$ cat src/rtl/led_seq_pkg.sv
// Shared mode encodings, LED patterns and mode-request decode for the LED sequencer.
package led_seq_pkg;

    localparam int unsigned LED_W  = 4;
    localparam int unsigned MODE_W = 2;

    typedef enum logic [MODE_W-1:0] {
        MODE_PASS  = 2'b00,
        MODE_BLINK = 2'b01,
        MODE_CHASE = 2'b10
    } mode_e;

    localparam logic [LED_W-1:0] BLINK_OFF  = 4'b0000;
    localparam logic [LED_W-1:0] BLINK_ON   = 4'b1001;
    localparam logic [LED_W-1:0] CHASE_INIT = 4'b0001;

    // Fixed-priority decode: blink beats chase, otherwise pass-through.
    function automatic mode_e req_mode(input logic [LED_W-1:0] ps);
        if (ps[0] && ps[3]) begin
            return MODE_BLINK;
        end else if (ps[1] && ps[2]) begin
            return MODE_CHASE;
        end
        return MODE_PASS;
    endfunction

endpackage

$ cat src/rtl/led_mode_sequencer_if.sv
// Switch inputs and LED-side outputs of the sequencer bundled as one port.
interface led_mode_sequencer_if;
    import led_seq_pkg::*;

    logic [LED_W-1:0]  P;
    logic [LED_W-1:0]  Led;
    logic [MODE_W-1:0] mode;
    logic              tick;

    modport master (output P, input Led, input mode, input tick);
    modport slave  (input P, output Led, output mode, output tick);
endinterface

$ cat src/rtl/led_tick_gen.sv
// Half-period prescaler: counts 0..HALF_PERIOD-1 while enabled, strobes tick on the last count.
module led_tick_gen #(
    parameter int unsigned HALF_PERIOD = 25000000,
    parameter int unsigned CNT_W       = 27
) (
    input  logic             clk,
    input  logic             rst,
    input  logic             clr,
    input  logic             en,
    output logic [CNT_W-1:0] cnt,
    output logic             tick
);

    localparam logic [CNT_W-1:0] LAST = CNT_W'(HALF_PERIOD - 1);

    // Step strobe for the cycle whose edge advances the pattern.
    assign tick = en && (cnt == LAST);

    // Counter clears on mode entry, wraps on tick, and sits at zero when disabled.
    always_ff @(posedge clk or posedge rst) begin
        if (rst) begin
            cnt <= '0;
        end else if (clr || !en || tick) begin
            cnt <= '0;
        end else begin
            cnt <= cnt + CNT_W'(1);
        end
    end

endmodule

$ cat src/rtl/led_mode_sequencer.sv
// LED bank sequencer: pass-through, two-phase blink or rotating chase selected by P.
// Optional build macro: LED_SEQ_SYNC_EN adds a 2-flop synchronizer on P.
module led_mode_sequencer
    import led_seq_pkg::*;
#(
    parameter int unsigned HALF_PERIOD = 25000000,
    parameter int unsigned CNT_W       = 27
) (
    input  logic                  clk,
    input  logic                  rst,
    led_mode_sequencer_if.slave   bus
);

    logic [LED_W-1:0] ps;
    mode_e            mode_q;
    mode_e            mode_d;
    logic [LED_W-1:0] led_q;
    logic [LED_W-1:0] led_d;
    logic             phase_q;
    logic             phase_d;
    logic             clr;
    logic             en;
    logic             tick;

`ifdef LED_SEQ_SYNC_EN
    logic [LED_W-1:0] sync1_q;
    logic [LED_W-1:0] sync2_q;

    // Two-flop synchronizer for asynchronous switch inputs.
    always_ff @(posedge clk or posedge rst) begin
        if (rst) begin
            sync1_q <= '0;
            sync2_q <= '0;
        end else begin
            sync1_q <= bus.P;
            sync2_q <= sync1_q;
        end
    end

    assign ps = sync2_q;
`else
    assign ps = bus.P;
`endif

    led_tick_gen #(
        .HALF_PERIOD (HALF_PERIOD),
        .CNT_W       (CNT_W)
    ) u_tick (
        .clk  (clk),
        .rst  (rst),
        .clr  (clr),
        .en   (en),
        .cnt  (),
        .tick (tick)
    );

    // Mode state register.
    always_ff @(posedge clk or posedge rst) begin
        if (rst) begin
            mode_q <= MODE_PASS;
        end else begin
            mode_q <= mode_d;
        end
    end

    // Next mode follows the requested mode directly; any mode may follow any other.
    always_comb begin
        mode_d = mode_q;
        mode_d = req_mode(ps);
    end

    // Pattern next-value logic; a mode change overrides a coincident tick.
    always_comb begin
        led_d   = led_q;
        phase_d = phase_q;
        clr     = (mode_d != mode_q);
        en      = (mode_q != MODE_PASS);
        if (clr) begin
            phase_d = 1'b0;
            case (mode_d)
                MODE_PASS:  led_d = ps;
                MODE_BLINK: led_d = BLINK_OFF;
                MODE_CHASE: led_d = CHASE_INIT;
                default:    led_d = '0;
            endcase
        end else begin
            case (mode_q)
                MODE_PASS: begin
                    led_d   = ps;
                    phase_d = 1'b0;
                end
                MODE_BLINK: begin
                    if (tick) begin
                        phase_d = ~phase_q;
                        led_d   = phase_q ? BLINK_OFF : BLINK_ON;
                    end
                end
                MODE_CHASE: begin
                    if (tick) begin
                        led_d = {led_q[LED_W-2:0], led_q[LED_W-1]};
                    end
                end
                default: begin
                    led_d   = '0;
                    phase_d = 1'b0;
                end
            endcase
        end
    end

    // LED drive and blink phase registers.
    always_ff @(posedge clk or posedge rst) begin
        if (rst) begin
            led_q   <= '0;
            phase_q <= 1'b0;
        end else begin
            led_q   <= led_d;
            phase_q <= phase_d;
        end
    end

    assign bus.Led  = led_q;
    assign bus.mode = mode_q;
    assign bus.tick = tick;

endmodule
$ cat src/flat_wrapper.sv
// flat-port wrapper written by rule: the top's interface ports become plain ports
module led_mode_sequencer_flat import led_seq_pkg::*;
#(
    parameter int unsigned HALF_PERIOD = 25000000,
    parameter int unsigned CNT_W       = 27
)
  (clk, rst, bus_P, bus_Led, bus_mode, bus_tick);
  led_mode_sequencer_if bus_i ();
  input  logic clk;
  input  logic rst;
  input wire logic [$bits(bus_i.P)-1:0] bus_P;
  output wire logic [$bits(bus_i.Led)-1:0] bus_Led;
  output wire logic [$bits(bus_i.mode)-1:0] bus_mode;
  output wire logic [$bits(bus_i.tick)-1:0] bus_tick;
  assign bus_i.P = bus_P;
  assign bus_Led = bus_i.Led;
  assign bus_mode = bus_i.mode;
  assign bus_tick = bus_i.tick;
  led_mode_sequencer #(.HALF_PERIOD(HALF_PERIOD), .CNT_W(CNT_W)) u_core (.clk(clk), .rst(rst), .bus(bus_i));
endmodule
$ cat config.mk
export PLATFORM = sky130hd
export DESIGN_NAME = led_mode_sequencer_flat
export DESIGN_NICKNAME = d
export VERILOG_FILES = /design/src/rtl/led_seq_pkg.sv /design/src/rtl/led_mode_sequencer_if.sv /design/src/rtl/led_tick_gen.sv /design/src/rtl/led_mode_sequencer.sv /design/src/flat_wrapper.sv
export SDC_FILE = /design/constraint.sdc
export NUM_CORES = 1
export LEC_CHECK = 0
export ABC_AREA = 0
export CAP_MARGIN = 0
export CORE_MARGIN = 2
export CORE_UTILIZATION = 57
export DETAILED_ROUTE_END_ITERATION = 6
export HOLD_SLACK_MARGIN = 0.06
export PLACE_DENSITY = 0.83
export RECOVER_POWER = 25
export SLEW_MARGIN = 20
export SYNTH_ARGS = -nofsm -noshare
export SYNTH_HDL_FRONTEND = slang
export SYNTH_SLANG_ARGS = --single-unit
export TNS_END_PERCENT = 20
$ cat constraint.sdc
create_clock -name clk -period 2.3 [get_ports clk]
set_input_delay 0.69 -clock clk [delete_from_list [all_inputs] [get_ports clk]]
set_output_delay 0.69 -clock clk [all_outputs]
set_load 0.05 [all_outputs]
After elaboration in Yosys (flattened, before gate mapping)

Cells that the tools add are included.

Add/subtract/negate cells: 1
Reduce and logical (&&, ||, !) cells: 11
Mux-type cells: 15
Equality and inequality tests: 8
Bitwise gates (word level): 1

Operators with widths:

| operator                | number |
|---|---|
| $add A27 B1 Y27 const B | 1 |
| $eq A27 B25 Y1 const B  | 1 |
| $mux W27                | 1 |
| $mux W4                 | 4 |
| $pmux W4 S3             | 1 |
| $pmux W4 S2             | 1 |
| $mux W2                 | 3 |
| $ne A3 B3 Y1 const B    | 2 |
| $eq A2 B2 Y1 const B    | 2 |
| $logic_not A2 Y1        | 2 |
| $mux W1                 | 4 |
| $reduce_and A2 Y1       | 2 |
| $logic_and A1 B1 Y1     | 3 |
| $eq A2 B1 Y1 const B    | 1 |
| $logic_or A1 B1 Y1      | 2 |
| $ne A2 B2 Y1            | 1 |
| $ne A2 B2 Y1 const B    | 1 |
| $pmux W1 S2             | 1 |
| $reduce_bool A2 Y1      | 1 |
| $logic_not A1 Y1        | 1 |
| $not A1 Y1              | 1 |

Input bits: 6
Logic and storage cells: 40
Flip-flop bits (word level): 34

Depth between registers and ports, before layout

Depth after elaboration: 8
Mapped depth: 7
Mapped depth without buffers: 6

Cells and area by module

From an unflattened synthesis, not the netlist that was laid out.

Cells, all modules: 210
Area, all modules: 1968.1 µm²

Modules (own cells, without submodules):

| module             | cells an instance | area each (µm²) | times used |
|---|---|---|---|
| led_tick_gen       | 164               | 1536.5          | 1 |
| led_mode_sequencer | 46                | 431.7           | 1 |

Worst setup path after synthesis

Ideal clock, no wire load.

Path kind: register to register
Start point: register u_core.mode_q[0] (netlist: u_core.bus.mode[0])
End point: register u_core.led_q[0] (netlist: u_core.bus.Led[0])
Arrival: 2.240 ns
Required time: 2.175 ns
Clock period less this slack: 2.365 ns
Library setup time: 0.125 ns
Cell stages (with the launch flop): 6
Slack: -0.065 ns
Path through: dfrtp_1 -> o21ai_0 -> nor4_4 -> a21o_4 -> buf_12 -> mux2_4

Word-level cells in the longest chain between the ends: 4
Elaborated cells between the ends (all ways): 11
Those cells by class: 5 x eq/ne; 2 x mux; 4 x reduce/logical

RTL lines:

| element                       | line                      | text |
|---|---|---|
| start, declared               | led_mode_sequencer.sv:15  | `mode_e mode_q;` |
| start signal, assigned        | led_mode_sequencer.sv:62  | `mode_q <= mode_d;` |
| $reduce_bool A2 Y1 *          | led_mode_sequencer.sv:77  | `en = (mode_q != MODE_PASS);` |
| $logic_and A1 B1 Y1 *         | led_tick_gen.sv:17        | `assign tick = en && (cnt == LAST);` |
| named net bus_tick            | flat_wrapper.sv:14        | `output wire logic [$bits(bus_i.tick)-1:0] bus_tick;` |
| $ne A3 B3 Y1 (no line)        | --                        |  |
| $reduce_and A2 Y1 (no line) * | --                        |  |
| end signal, assigned          | led_mode_sequencer.sv:117 | `led_q <= led_d;` |
| end, declared                 | led_mode_sequencer.sv:17  | `logic [LED_W-1:0] led_q;` |

The timed path passes the listed nets; every way through them passes the cells marked *.
A chain may end at the register's enable or synchronous reset.

Worst setup path in the final report

Start point: register u_core.u_tick.cnt[6]
End point: output port bus_tick

Word-level cells in the longest chain between the ends: 2

RTL lines:

| element                | line               | text |
|---|---|---|
| start, declared        | led_tick_gen.sv:10 | `output logic [CNT_W-1:0] cnt,` |
| start signal, assigned | led_tick_gen.sv:26 | `cnt <= cnt + CNT_W'(1);` |
| $eq A27 B25 Y1         | led_tick_gen.sv:17 |  |
| $logic_and A1 B1 Y1    | led_tick_gen.sv:17 |  |
| end, declared          | flat_wrapper.sv:14 |  |

Every way passes these cells.

==> impl_results.md <==
- Synthesized area: 1740 um2
- Area of the multi-input gates: 841 um2
- Register area share after synthesis: 0.489
- Placed cell area: 1930 um2
- Worst setup SP type: register
- Pre-CTS setup slack: 43.5 ps
- Commonest non-fill, non-tap cell in the layout: dfrtp_1
- EDFF count, synth: 0
- GP Congestion: 0.812
- Antenna Cells: 0
- RSZ-0062 raised after global routing: yes
- Clk Latency, worst-skew pair: 330 ps
- Final Cycle Share: 1.04
- Unique cell type count in the Yosys netlist: 36
- DRT Pass-1 Iters: 4
- Slew headroom: 0.447
- Initial antenna violation count: 0
- CP arrival: 1700 ps
- Synthesized area per cell: 10.1 um2
- Final Hold Viols: 0
- Nets: 211
- Post-Syn Instances: 172
- Die footprint: 3510 um2
- Seq cells post-synth: 34
- Drt via density: 5.70
- Post-route DRC: 0
- Inst Count DP: 221
- Synth Warn #: 0
- Max Slew Vio Count: 0
- Reg area: 853 um2
- Ys flop type: dfrtp_1
- Die width: 59.3 um
- Leak pwr: 0.000899 uW
- Min-delay worst type: reg -> reg
- Core Area: 2980 um2
- Crit end category: primary output
- Crit-path max FO: 2
- Clock sinks: 34
- Actual slew at the worst max-slew pin: 829 ps
- Min cycle time layout: 2390 ps
- Worst Skew: 10.5 ps
- DP Wirelength: 2480 um
- Area Overhead vs Synth: 19.1%
- Status: finished, violations left
- Fin area: 2070 um2
- Gr usage total: 0.222
- WL per Instance: 14.7 um
- CTS tree: yes
- Setup violators final: 1
- Die Y-Extent: 59.3 um
- Critical Path RT: 1610 ps
- Overflow after GRT: 0
- Layout Cells excl Fill: 238
- Final WS setup: -89.4 ps
- R2R setup slack: 370 ps
- Most used cells in the layout excluding fill and tap cells: dfrtp_1 (32), nor2_1 (31), xor2_1 (17), buf_4 (16), nand2_1 (14)
- Max Fclk: 419 MHz
- DR iter-0 viols: 70
- CTS clock-pin slew for the worst setup and hold paths: 100 ps
- IO buf count: 12
- Largest net degree at the start of global routing: 35
- Ports: 13
- Ys async rst share: 1.00
- Kind of critical path: reg -> out
- Power Density: 513 nW/um2
- Post-DRT Antenna Nets: 0
- Fillers: 229
- Vias in the first global route: 1310
- Initial Util: 0.584
- H-tree depth: 2
- Max cap viols: 0
- Vias: 1356
- CTS Buf Count: 5
- Layout cells sized above 1: 0.195
- Total Wirelength: 3510 um
- Failing checks: setup timing
- First-pass GRT wire length: 5730 um
- Final core utilization: 0.696
- Synth Net Count: 179
- Root Buffer: clkbuf_4
- Max clock buf depth: 2
- Maximum vdd drop: 0.402 mV
- # rows: 20
[through the flow]
step,setup TNS (ps),hold WS (ps),total power [uW]
4_1_cts,-125,538,1070
3_3_place_gp,0,507,731
6_report,-89.4,546,1060
3_5_place_dp,0,524,733
5_1_grt,-144,574,1110
2_1_floorplan,0,470,695
[metal layers]
metal	track usage	part of all wire	vias to the layer above
met5	0	0	-
met4	0.0974	0.013	0
met3	0.0611	0.044	7
met2	0.359	0.52	29
met1	0.276	0.42	673
li1	-	-	647
[layout make-up]
type	count	share of cell area
Clock buffer	7	0.0266
Clock inverter	1	0.00242
Inverter	5	0.00906
Multi-Input combinational cell	129	0.406
Sequential cell	34	0.412
Tap cell	33	0.0199
Timing Repair Buffer	29	0.124
[synthesized netlist by cell type, types with 2 or more instances]
library cell   n  area, um2
dfrtp_1       34        851
nor2_1        31        116
xor2_1        17        149
nand2_1       14       52.6
nand3_1       11       55.1
nand4_1        8       50.1
xnor2_1        8       70.1
inv_1          5       18.8
o21ai_0        4       20.0
and2_1         3       18.8
and3_1         3       18.8
mux2_2         3       33.8
nor3_1         3       15.0
a21oi_1        2       10.0
and4_1         2       17.5
and4_4         2       22.5
buf_6          2       22.5
nor4_1         2       12.5
[flip-flops by register name (all words and copies together) (netlist names)]
signal / count
u_core.u_tick.cnt: 27
u_core.phase_q: 1
u_core.bus.mode: 2
u_core.bus.Led: 4
[repair_timing]
item,CTS,global route
resized for setup,2,5
cloned,0,0
pin swaps,2,5
setup endpoints to repair,1,2
hold buffers,0,0
buffers inserted,3,6
[worst max-delay path, stage by stage, from the launching register on]
cell	delay [ps]
dfrtp_2	440
nor4_4	280
nand2_1	130
nor4_4	340
buf_12	180
[kinds of logic (layout without fill, tap and decap cells)]
family	count (synthesis)	after routing	share of synthesized area
multiplexers	5	5	0.0338
XOR/XNOR	25	25	0.126
adder cells (fa/ha/maj)	1	1	0.00719
buffers and inverters	9	42	0.0374
flip-flops	34	34	0.489
AO/OA/AOI/OAI	9	9	0.0352
AND/OR/NAND/NOR	89	89	0.272
[power by group]
part	total (uW)	internal, uW	switching (uW)
Sequential	614	607	7.88
Combinational	107	40.2	66.9
Clock	342	148	194
Total	1060	795	269
[path summary, 6_finish.rpt]
kind,start,endpoint,cells past startpoint
worst max-delay path,u_core.u_tick.cnt[6]$_DFF_PP0_,bus_tick,4
worst min-delay path,u_core.bus.Led[1]$_DFFE_PP0P_,u_core.bus.Led[1]$_DFFE_PP0P_,1
worst max register to register,u_core.u_tick.cnt[6]$_DFF_PP0_,u_core.bus.Led[3]$_DFFE_PP0P_,6
worst min register to register,u_core.bus.Led[1]$_DFFE_PP0P_,u_core.bus.Led[1]$_DFFE_PP0P_,1
max in group asynchronous,rst,u_core.u_tick.cnt[11]$_DFF_PP0_,3
min in group asynchronous,rst,u_core.u_tick.cnt[25]$_DFF_PP0_,3
No activity file was read; power rests on OpenSTA's default activity.
